--- config.mk ---
export PLATFORM = sky130hd
export DESIGN_NAME = tour_cmd_seq
export DESIGN_NICKNAME = d
export VERILOG_FILES = /design/src/rtl/tour_pkg.sv /design/src/rtl/move_decode.sv /design/src/rtl/tour_cmd_seq.sv
export SDC_FILE = /design/constraint.sdc
export NUM_CORES = 1
export LEC_CHECK = 0
export ABC_AREA = 1
export BUFFER_PORTS_ARGS = -buffer_cell sky130_fd_sc_hd__buf_2
export CELL_PAD_IN_SITES_DETAIL_PLACEMENT = 1
export CELL_PAD_IN_SITES_GLOBAL_PLACEMENT = 2
export CORE_AREA = 8 8 83 85
export CTS_CLUSTER_DIAMETER = 80
export DETAILED_ROUTE_END_ITERATION = 8
export DIE_AREA = 0 0 91 93
export GPL_ROUTABILITY_DRIVEN = 0
export MAX_ROUTING_LAYER = met4
export PLACE_DENSITY = 0.84
export SKIP_CTS_REPAIR_TIMING = 1
export SYNTH_ARGS = -nofsm -noshare
export SYNTH_HDL_FRONTEND = slang
export SYNTH_SLANG_ARGS = --single-unit
--- constraint.sdc ---
create_clock -name clk -period 2.2 [get_ports clk]
set_input_delay 0.44 -clock clk [delete_from_list [all_inputs] [get_ports clk]]
set_output_delay 0.44 -clock clk [all_outputs]
set_load 0.1 [all_outputs]
--- src/rtl/tour_pkg.sv ---
// Shared types and constants for the knight-tour command sequencer.
// Includes the helpers that pack a leg command.
package tour_pkg;

    typedef enum logic [2:0] {
        IDLE  = 3'd0,
        LEG1  = 3'd1,
        HOLD1 = 3'd2,
        LEG2  = 3'd3,
        HOLD2 = 3'd4
    } state_t;

    localparam logic [3:0] VERT_OP    = 4'b0011;
    localparam logic [3:0] HORI_OP    = 4'b0010;
    localparam logic [7:0] HEAD_UP    = 8'h00;
    localparam logic [7:0] HEAD_DOWN  = 8'h7F;
    localparam logic [7:0] HEAD_RIGHT = 8'hBF;
    localparam logic [7:0] HEAD_LEFT  = 8'h3F;
    localparam logic [3:0] SQ_ONE     = 4'h1;
    localparam logic [3:0] SQ_TWO     = 4'h2;
    localparam logic [7:0] RESP_DONE  = 8'hA5;
    localparam logic [7:0] RESP_BUSY  = 8'h5A;

    function automatic logic [15:0] vert_cmd(input logic up, input logic two);
        return {VERT_OP, (up ? HEAD_UP : HEAD_DOWN), (two ? SQ_TWO : SQ_ONE)};
    endfunction

    function automatic logic [15:0] hori_cmd(input logic right, input logic two);
        return {HORI_OP, (right ? HEAD_RIGHT : HEAD_LEFT), (two ? SQ_TWO : SQ_ONE)};
    endfunction

endpackage

--- src/rtl/move_decode.sv ---
// Decodes a one-hot knight move into leg directions and lengths.
// valid is low for zero or multi-hot move codes.
module move_decode (
    input  logic [7:0] move_i,
    output logic       vert_up_o,
    output logic       vert_two_o,
    output logic       hori_right_o,
    output logic       hori_two_o,
    output logic       valid_o
);

    // Bit k of move selects knight jump k; group the jumps by leg property.
    always_comb begin
        vert_up_o    = |(move_i & 8'b1000_0111);
        vert_two_o   = |(move_i & 8'b0011_0011);
        hori_right_o = |(move_i & 8'b1110_0010);
        hori_two_o   = |(move_i & 8'b1100_1100);
        valid_o      = (move_i != 8'h00) && ((move_i & (move_i - 8'h01)) == 8'h00);
    end

endmodule

--- src/rtl/tour_cmd_seq.sv ---
// Sequences a precomputed knight tour into two-leg motion commands.
// Outside a tour, the UART command path passes straight through to cmd_proc.
module tour_cmd_seq
    import tour_pkg::*;
#(
    parameter int         NUM_MOVES = 24,
    parameter int         IDX_W     = $clog2(NUM_MOVES),
    parameter logic [3:0] ABORT_OP  = 4'hF
) (
    input  logic             clk,
    input  logic             rst_n,
    input  logic             start_tour,
    input  logic             vert_first,
    input  logic [7:0]       move,
    output logic [IDX_W-1:0] mv_indx,
    input  logic [15:0]      cmd_UART,
    input  logic             cmd_rdy_UART,
    input  logic             clr_cmd_rdy,
    input  logic             send_resp,
    output logic [15:0]      cmd,
    output logic             cmd_rdy,
    output logic [7:0]       resp,
    output logic             clr_uart_rdy,
    output logic             busy,
    output logic             mv_err
);

    localparam logic [IDX_W-1:0] LAST_IDX = IDX_W'(NUM_MOVES - 1);

    state_t           state_q, state_d;
    logic [IDX_W-1:0] mv_indx_q, mv_indx_d;
    logic             mode_q, mode_d;
    logic             mv_err_q, mv_err_d;
    logic             leg1_new_q, leg1_new_d;

    logic        vert_up_s, vert_two_s, hori_right_s, hori_two_s, mv_valid_s;
    logic [15:0] vert_cmd_s, hori_cmd_s, leg1_cmd_s, leg2_cmd_s;
    logic        abort_s, last_s;

    move_decode u_move_decode (
        .move_i       (move),
        .vert_up_o    (vert_up_s),
        .vert_two_o   (vert_two_s),
        .hori_right_o (hori_right_s),
        .hori_two_o   (hori_two_s),
        .valid_o      (mv_valid_s)
    );

    // Leg commands for the current move, ordered by the latched mode.
    always_comb begin
        vert_cmd_s = vert_cmd(vert_up_s, vert_two_s);
        hori_cmd_s = hori_cmd(hori_right_s, hori_two_s);
        leg1_cmd_s = mode_q ? vert_cmd_s : hori_cmd_s;
        leg2_cmd_s = mode_q ? hori_cmd_s : vert_cmd_s;
        abort_s    = cmd_rdy_UART && (cmd_UART[15:12] == ABORT_OP);
        last_s     = (mv_indx_q == LAST_IDX);
    end

    // Next-state and output decode; abort outranks every other tour event.
    always_comb begin
        state_d      = state_q;
        mv_indx_d    = mv_indx_q;
        mode_d       = mode_q;
        mv_err_d     = mv_err_q;
        leg1_new_d   = 1'b0;
        cmd          = cmd_UART;
        cmd_rdy      = 1'b0;
        resp         = RESP_BUSY;
        clr_uart_rdy = 1'b0;
        busy         = 1'b1;
        case (state_q)
            IDLE: begin
                cmd_rdy = cmd_rdy_UART;
                resp    = RESP_DONE;
                busy    = 1'b0;
                if (start_tour) begin
                    mv_indx_d  = '0;
                    mv_err_d   = 1'b0;
                    mode_d     = vert_first;
                    leg1_new_d = 1'b1;
                    state_d    = LEG1;
                end else begin
                    state_d = IDLE;
                end
            end
            LEG1: begin
                cmd = leg1_cmd_s;
                if (abort_s) begin
                    clr_uart_rdy = 1'b1;
                    state_d      = IDLE;
                end else if (leg1_new_q && !mv_valid_s) begin
                    mv_err_d = 1'b1;
                    state_d  = IDLE;
                end else begin
                    cmd_rdy = 1'b1;
                    state_d = clr_cmd_rdy ? HOLD1 : LEG1;
                end
            end
            HOLD1: begin
                cmd = leg2_cmd_s;
                if (abort_s) begin
                    clr_uart_rdy = 1'b1;
                    state_d      = IDLE;
                end else begin
                    state_d = send_resp ? LEG2 : HOLD1;
                end
            end
            LEG2: begin
                cmd = leg2_cmd_s;
                if (abort_s) begin
                    clr_uart_rdy = 1'b1;
                    state_d      = IDLE;
                end else begin
                    cmd_rdy = 1'b1;
                    state_d = clr_cmd_rdy ? HOLD2 : LEG2;
                end
            end
            HOLD2: begin
                // Next leg is leg 1 of the same index until send_resp advances it.
                cmd  = leg1_cmd_s;
                resp = last_s ? RESP_DONE : RESP_BUSY;
                if (abort_s) begin
                    clr_uart_rdy = 1'b1;
                    state_d      = IDLE;
                end else if (send_resp && last_s) begin
                    state_d = IDLE;
                end else if (send_resp) begin
                    mv_indx_d  = mv_indx_q + IDX_W'(1);
                    leg1_new_d = 1'b1;
                    state_d    = LEG1;
                end else begin
                    state_d = HOLD2;
                end
            end
            default: begin
                state_d = IDLE;
            end
        endcase
    end

    // Tour state registers.
    always_ff @(posedge clk or negedge rst_n) begin
        if (!rst_n) begin
            state_q    <= IDLE;
            mv_indx_q  <= '0;
            mode_q     <= 1'b0;
            mv_err_q   <= 1'b0;
            leg1_new_q <= 1'b0;
        end else begin
            state_q    <= state_d;
            mv_indx_q  <= mv_indx_d;
            mode_q     <= mode_d;
            mv_err_q   <= mv_err_d;
            leg1_new_q <= leg1_new_d;
        end
    end

    assign mv_indx = mv_indx_q;
    assign mv_err  = mv_err_q;

endmodule

==> Word-level counts from Yosys, hierarchy flattened <==
Cells that the tools add are included.
{ "totals": {"ff_bits": 11, "inputBits": 31, "output_inout_bits": 33} }
{ "op_classes": {"n_addsub": 2, "eq_ne": 12, "n_mux": 42, "bitwise_logic": 1, "n_reduce_logical": 20} }
{ "op_table": {"columns": ["operator", "n"], "rows": [
  ["16-bit case mux with 2 select lines", 1],
  ["13-bit 2-to-1 mux", 2],
  ["5-bit 2-to-1 mux", 4],
  ["4-bit OR reduction", 5],
  ["8-bit 2-to-1 mux", 2],
  ["8-bit case mux with 2 select lines", 1],
  ["1-bit 2-to-1 mux", 15],
  ["3-bit 2-to-1 mux", 5],
  ["3-bit case mux with 5 select lines", 1],
  ["2-bit 2-to-1 mux", 6],
  ["2-bit inequality test, second input constant", 6],
  ["5-bit case mux with 2 select lines", 1],
  ["8-bit bitwise AND", 1],
  ["8-bit logical NOT", 1],
  ["8-bit nonzero test", 1],
  ["8-bit by 1-bit subtractor with 8-bit output, second input constant", 1],
  ["7-bit 2-to-1 mux", 1],
  ["3-bit by 2-bit == test with 1-bit output, second input constant", 2],
  ["5-bit by 1-bit adder with 5-bit output, second input constant", 1],
  ["5-bit == test, second input constant", 1],
  ["5-bit AND reduction", 1],
  ["4-bit == test, second input constant", 1],
  ["1-bit logical AND", 4],
  ["1-bit case mux with 2 select lines", 2],
  ["9 further kinds", 11]
]} }

==> Logic depth before layout (Yosys ltp) <==
Gate-level depths: netlist (run 1).
{ "depth": {"word_depth": 9, "mapped_depth": 10, "ltp_nobuf": 10} }

==> By module <==
From an unflattened synthesis (run 1), not the netlist that was laid out.
{ "hier_totals": {"hier_cells": 197, "hier_area_um2": 1151.1} }
{ "by_module_without_submodules": {"columns": ["mod", "n_inst", "cells_per_inst", "area_each_um2", "seq_area_each_um2"], "rows": [
  ["tour_cmd_seq", 1, 167, 1017.2, 275.3],
  ["move_decode", 1, 30, 133.9, 0.0]
]} }

==> Worst setup path after synthesis (run 1) <==
Ideal clock, no wire load.
{ "synth_path": {"path_kind": "reg-to-output", "from": "reg mv_indx_q[1] (netlist: mv_indx[1])", "to": "out resp[3]", "arrival_time_ns": 5.747, "required_time_ns": 1.760, "setup_slack_ns": -3.987, "path_stages_with_launch": 6, "n_path_buf": 1, "path_cell_list": "dfrtp_1 ha_1 nand4_1 o21ai_0 inv_1 buf_4"} }
{ "synth_via": {"elab_chain_cells": 3} }
{ "synth_lines": {"columns": ["item", "line", "rtl"], "rows": [
  ["start, declared", "tour_cmd_seq.sv:31", "logic [IDX_W-1:0] mv_indx_q, mv_indx_d;"],
  ["start signal, assigned", "tour_cmd_seq.sv:151", "mv_indx_q <= mv_indx_d;"],
  ["5-bit == test", "tour_cmd_seq.sv:56", "last_s = (mv_indx_q == LAST_IDX);"],
  ["8-bit 2-to-1 mux", "tour_cmd_seq.sv:121", "resp = last_s ? RESP_DONE : RESP_BUSY;"],
  ["8-bit case mux with 2 select lines", "tour_cmd_seq.sv:71", "case (state_q)"],
  ["end, declared", "tour_cmd_seq.sv:22", "output logic [7:0] resp,"]
]} }
No other way between the ends.

==> Worst setup path after layout (run 1) <==
Same ends and word-level chain as after synthesis.

==> run metrics, run 1 <==
outcome=complete, no violations; critical path type=flop to output port; Reg clk slew, reported paths=0.05 ns; GR Overflow Total=0; Req. time, crit path=1.76 ns; clk_skew=0.00353 ns; mapped cell area=1070 um2; initial antenna violation count=0; die area=8460 um2; Slew HR=67.1%; final setup fails=0; DR iter-0 viols=12; minimum clock period=2.12 ns; register area=289 um2; max-slew violations=0; Cell variety after synth=27; period utilization=96.6%; Tot GR Track Use=8.93%; Max Root-Sink Buffers=2; Setup crit end=resp[3]; worst-case reg-to-reg path depth=7; Clock Latency Late Sink=0.23 ns; drt first pass iters=3; fin nets=281; Hold WC Path Type=primary input to asynchronous set/reset pin; die span in y=93 um; TNS Setup=0 ns; Mapped Nets=209; multi-input logic area=681 um2; antenna viol nets, final=0; R2R Setup Slk=0.69 ns; CTS tree=done; worst r2r src=mv_indx[1]; CTS Buf Count=3; Mean Syn Cell Area=6.04 um2; root buffer cell=clkbuf_8; Placeable Area=5680 um2; sequential share of the synthesized area=25.7%; synth-to-layout area growth=85.3%; layout cell share with drive strength beyond 1=45.6%; worst hold slack=0.0681 ns; Filler Cell Count=723; via count=1317; largest net degree at the start of global routing=14; Worst-Margin Slew=0.497 ns; Gate Count Post-Synth=177; CP startpoint=mv_indx[1]; initial core utilization=18.8%; antenna cells=0; post-synthesis register bit count=11; post-place setup slack=0.111 ns; max cap viols=0; Sink Count=11; fin area=1980 um2; Die Width=91 um; worst flop-to-flop path endpoint=mv_indx[3]; CP startpoint kind=flop; Ys Warns=0; H-tree Lvls=1; final WL=3.96 mm; number of vias per cell=4.08; wire length per cell=12.3 um; # rows=28; arrival time worst endpoint=1.68 ns; Max Freq=0.471 GHz; Final Hold Fails=0; CP max FO=4; buffers added on ports=63; HPWL Detailed=3.31 mm; vias in the first global route=1340; setup slack after layout=0.0755 ns; Worst setup EP type=output port; first-pass GRT wire length=6.24 mm; # IOs=64; DRC Markers=0; placed cell areas=1830 um2
==> state kept, by name, summed over array words and instances, names as in the netlist <==
name / cells
leg1_new_q: 1
mode_q: 1
state_q: 3
mv_indx: 5
mv_err: 1
==> layout by cell type (no fill, tap or decap), drive strengths merged <==
cell / n
nor3: 3
xor2: 1
nand3: 14
or2: 1
clkinvlp: 1
a21oi: 4
nand4: 2
o21ai: 14
clkinv: 1
buf: 69
o211ai: 2
o22ai: 1
dfrtp: 11
o32ai: 1
inv: 35
nand2: 58
clkbuf: 7
ha: 1
nor2: 22
==> per-stage QoR <==
step                cells  utilization [%]
floorplan             177                -
global placement      310             32.3
detailed placement    310             32.3
CTS                   314             33.1
global route          323             34.9
finish                323             34.9
==> layout make-up <==
class	count	area share [%]
clock buffer	3	2.08
tap	75	4.73
timing repair buffer	73	36.9
sequential	11	14.6
multi-input combinational	124	34.3
clock inverter	1	0.253
inverter	36	7.13
==> cells by family after synthesis <==
logic type	share of synthesized area (%)
DFF	25.7
AOI/OAI and AO/OA	12.0
and+or+nand+nor	42.3
adders and majority gates	1.17
xor gates and xnor gates	0.819
buffers and inverters	17.9
==> worst max-delay path, stage by stage, from the launching register on <==
cell and delay [ns]:
dfrtp_4 0.43, ha_4 0.14, nand4_1 0.16, o21ai_4 0.27, clkinvlp_4 0.15, clkbuf_4 0.29
==> synth_stat cells <==
cell | instances | area share, %
nand2_1 | 54 | 19
inv_1 | 29 | 10
nor2_1 | 18 | 6.3
nand3_1 | 14 | 6.5
dfrtp_1 | 11 | 26
o21ai_0 | 10 | 4.7
inv_2 | 7 | 2.5
buf_4 | 6 | 4.2
a21oi_1 | 4 | 1.9
nor3_1 | 3 | 1.4
o21ai_1 | 3 | 1.4
nand2_2 | 2 | 1.2
nand2_4 | 2 | 2.1
buf_6 | 1 | 1.1
ha_1 | 1 | 1.2
nand4_1 | 1 | 0.59
nand4_2 | 1 | 1.2
nor2_2 | 1 | 0.59
nor2_4 | 1 | 1.1
nor2_8 | 1 | 1.9
o211ai_1 | 1 | 0.70
o211ai_2 | 1 | 1.2
o21ai_2 | 1 | 0.82
o22ai_1 | 1 | 0.59
o32ai_1 | 1 | 0.82
or2_1 | 1 | 0.59
xor2_1 | 1 | 0.82
==> worst min path at each step <==
stage / from / to / slack [ns] / depth (start not counted)
after floorplan: rst_n / leg1_new_q / 0.14 / 0
after global placement: rst_n / mv_indx[2] / 0.33 / 1
after detailed placement: rst_n / mv_indx[2] / 0.33 / 1
after CTS: rst_n / state_q[2] / 0.08 / 1
after global routing: rst_n / state_q[2] / 0.09 / 1
final: rst_n / leg1_new_q / 0.07 / 1
==> per-layer routing <==
| layer | part of all wire, % | up-vias | global-route usage (%) |
|---|---|---|---|
| met3 | 4.7 | 2 | 2.32 |
| met4 | 0.25 | 0 | 1.23 |
| met1 | 44 | 598 | 10.0 |
| li1 | - | 683 | - |
| met5 | 0 | - | - |
| met2 | 51 | 34 | 15.9 |
Power of run 1 is left out: the tool's default activity adds up to more than one toggle a clock period on the data nets, which glitch-free logic cannot reach.
==> run 2, diff against run 1 <==
--- a/config.mk
+++ b/config.mk
@@ -16,5 +16,6 @@
 export GPL_ROUTABILITY_DRIVEN = 0
 export MAX_ROUTING_LAYER = met4
-export PLACE_DENSITY = 0.84
+export PLACE_DENSITY = 0.73
+export SETUP_SLACK_MARGIN = 0.5
 export SKIP_CTS_REPAIR_TIMING = 1
 export SYNTH_ARGS = -nofsm -noshare
==> constraint.sdc (replaced) <==
create_clock -name clk -period 2.2 [get_ports clk]
set_input_delay 0.44 -clock clk [delete_from_list [all_inputs] [get_ports clk]]
set_output_delay 0.44 -clock clk [all_outputs]
set_load 0.05 [all_outputs]
==> run 2 against run 1 <==
  * Maximum frequency fell by 2.6%
  * Hold slack got worse by 0.0023 ns
  * Flip-flop and latch count did not move
  * Largest cell class is now multi-input combinational cells
  * Global-route usage rose by 0.68 points
  * Utilization rose by 1.5 points
  * First-iteration DRC count rose by 92%
  * Design area rose by 4.2%
  * Register-to-register slack got worse by 0.03 ns
  * Wire length rose by 6.7%
  * Clock skew barely moved
==> run metrics, run 2 (synthesis results as in run 1) <==
# IOs=64 (unchanged); setup slack after layout=0.0179 ns (-0.0576 ns); number of vias per cell=4.18 (+2.4%); layout cell share with drive strength beyond 1=55.7% (+10 points); Worst setup EP type=output port; antenna cells=0 (unchanged); initial core utilization=18.8% (unchanged); wire length per cell=12.9 um (+5.1%); period utilization=99.2% (+2.6 points); register area=280 um2 (-3.0%); clk_skew=0.00344 ns (-0.0000876 ns); buffers added on ports=63 (unchanged); Req. time, crit path=1.76 ns (about the same); Placeable Area=5680 um2 (unchanged); arrival time worst endpoint=1.74 ns (+0.06 ns); worst r2r src=mv_indx[1]; synth-to-layout area growth=93.0%; via count=1370 (+4.0%); die area=8460 um2 (unchanged); commonest non-fill, non-tap cells in the layout=39 x nand2_1, 38 x buf_2, 24 x inv_1; worst flop-to-flop path endpoint=mv_indx[3]; GR Overflow Total=0 (unchanged); H-tree Lvls=1 (unchanged); max cap viols=0 (unchanged); DRC Markers=0 (unchanged); DR iter-0 viols=23 (+11); multi-input logic area=861 um2 (+26%); Max Root-Sink Buffers=2 (unchanged); outcome=complete, no violations; vias in the first global route=1423 (+6.2%); CP startpoint kind=flop; die span in y=93 um (unchanged); # rows=28 (unchanged); Final Hold Fails=0 (unchanged); Sink Count=11 (unchanged); fin nets=286 (+1.8%); worst hold slack=0.0658 ns (-0.00228 ns); antenna viol nets, final=0 (unchanged); max FFs per register=5 (unchanged); initial antenna violation count=0 (unchanged); Tot GR Track Use=9.60% (+0.68 points); CP max FO=7 (+3); first-pass GRT wire length=6.76 mm (+8.3%); worst-case reg-to-reg path depth=8 (+1); R2R Setup Slk=0.66 ns (-0.03 ns); post-layout util=36.4% (+1.5 points); drt first pass iters=4 (+1); Hold WC Path Type=primary input to asynchronous set/reset pin; Slew HR=74.5% (+7.4 points); root buffer cell=clkbuf_8; Max Freq=0.458 GHz (-2.6%); CTS tree=done; Worst-Margin Slew=0.380 ns (-0.117 ns); final setup fails=0 (unchanged); CTS Buf Count=3 (unchanged); Die Width=91 um (unchanged); critical path type=flop to output port; HPWL Detailed=3.33 mm (+0.59%); most common cell after layout, fill and taps aside=nand2_1; post-place setup slack=0.0608 ns (-0.0506 ns); RSZ-0062 raised after global routing=true; max-slew violations=0 (unchanged); Reg clk slew, reported paths=0.05 ns (about the same); largest net degree at the start of global routing=14 (unchanged); minimum clock period=2.18 ns (+0.0576 ns); Filler Cell Count=719 (-0.55%); Clock Latency Late Sink=0.24 ns (about the same); final WL=4.22 mm (+6.7%)
run 2: area by class of cell:
| cell class | instances | area share, % |
|---|---|---|
| clock buffer | 4 | 2.18 |
| inverter | 36 | 7.33 |
| multi-input combinational | 124 | 41.7 |
| sequential | 11 | 13.6 |
| tap | 75 | 4.55 |
| timing repair buffer | 78 | 30.7 |
run 2: worst max path at each step:
stage / startpoint / slack, ns / cells after the start / endpoint
finish: state_q[1] / 0.02 / 10 / cmd[6]
detailed placement: move[0] / 0.06 / 9 / cmd_rdy
global placement: move[0] / 0.08 / 9 / cmd_rdy
CTS: state_q[0] / -0.12 / 10 / cmd[7]
global route: state_q[1] / -0.08 / 10 / cmd[6]
floorplan: mv_indx[1] / -0.34 / 5 / resp[3]
run 2: layer usage:
layer	part of all wire, %	wire, um	vias up	global-route usage (%)
li1	-	-	694	-
met1	47	1990	630	11.7
met2	48	2040	41	15.8
met3	3.8	159	5	1.92
met4	0.95	40	0	2.46
met5	0	0	-	-
run 2: through the flow:
step | area (um2) | cells | setup TNS [ns]
2_1_floorplan | 1290 | 177 | -1.10
3_3_place_gp | 1640 | 310 | 0
3_5_place_dp | 1640 | 310 | 0
4_1_cts | 1680 | 314 | -0.739
5_1_grt | 2060 | 328 | -0.463
6_report | 2060 | 328 | 0
run 2: critical path: stages (launching register included):
cell and delay (ns):
dfrtp_1 0.39, inv_2 0.10, nand2_4 0.07, nor2_4 0.11, inv_2 0.07, nand2_4 0.11, nor2_8 0.08, o21ai_4 0.15
clkinv_4 0.17, nand2_4 0.10, buf_8 0.14
Power of run 2 is left out for the same reason.
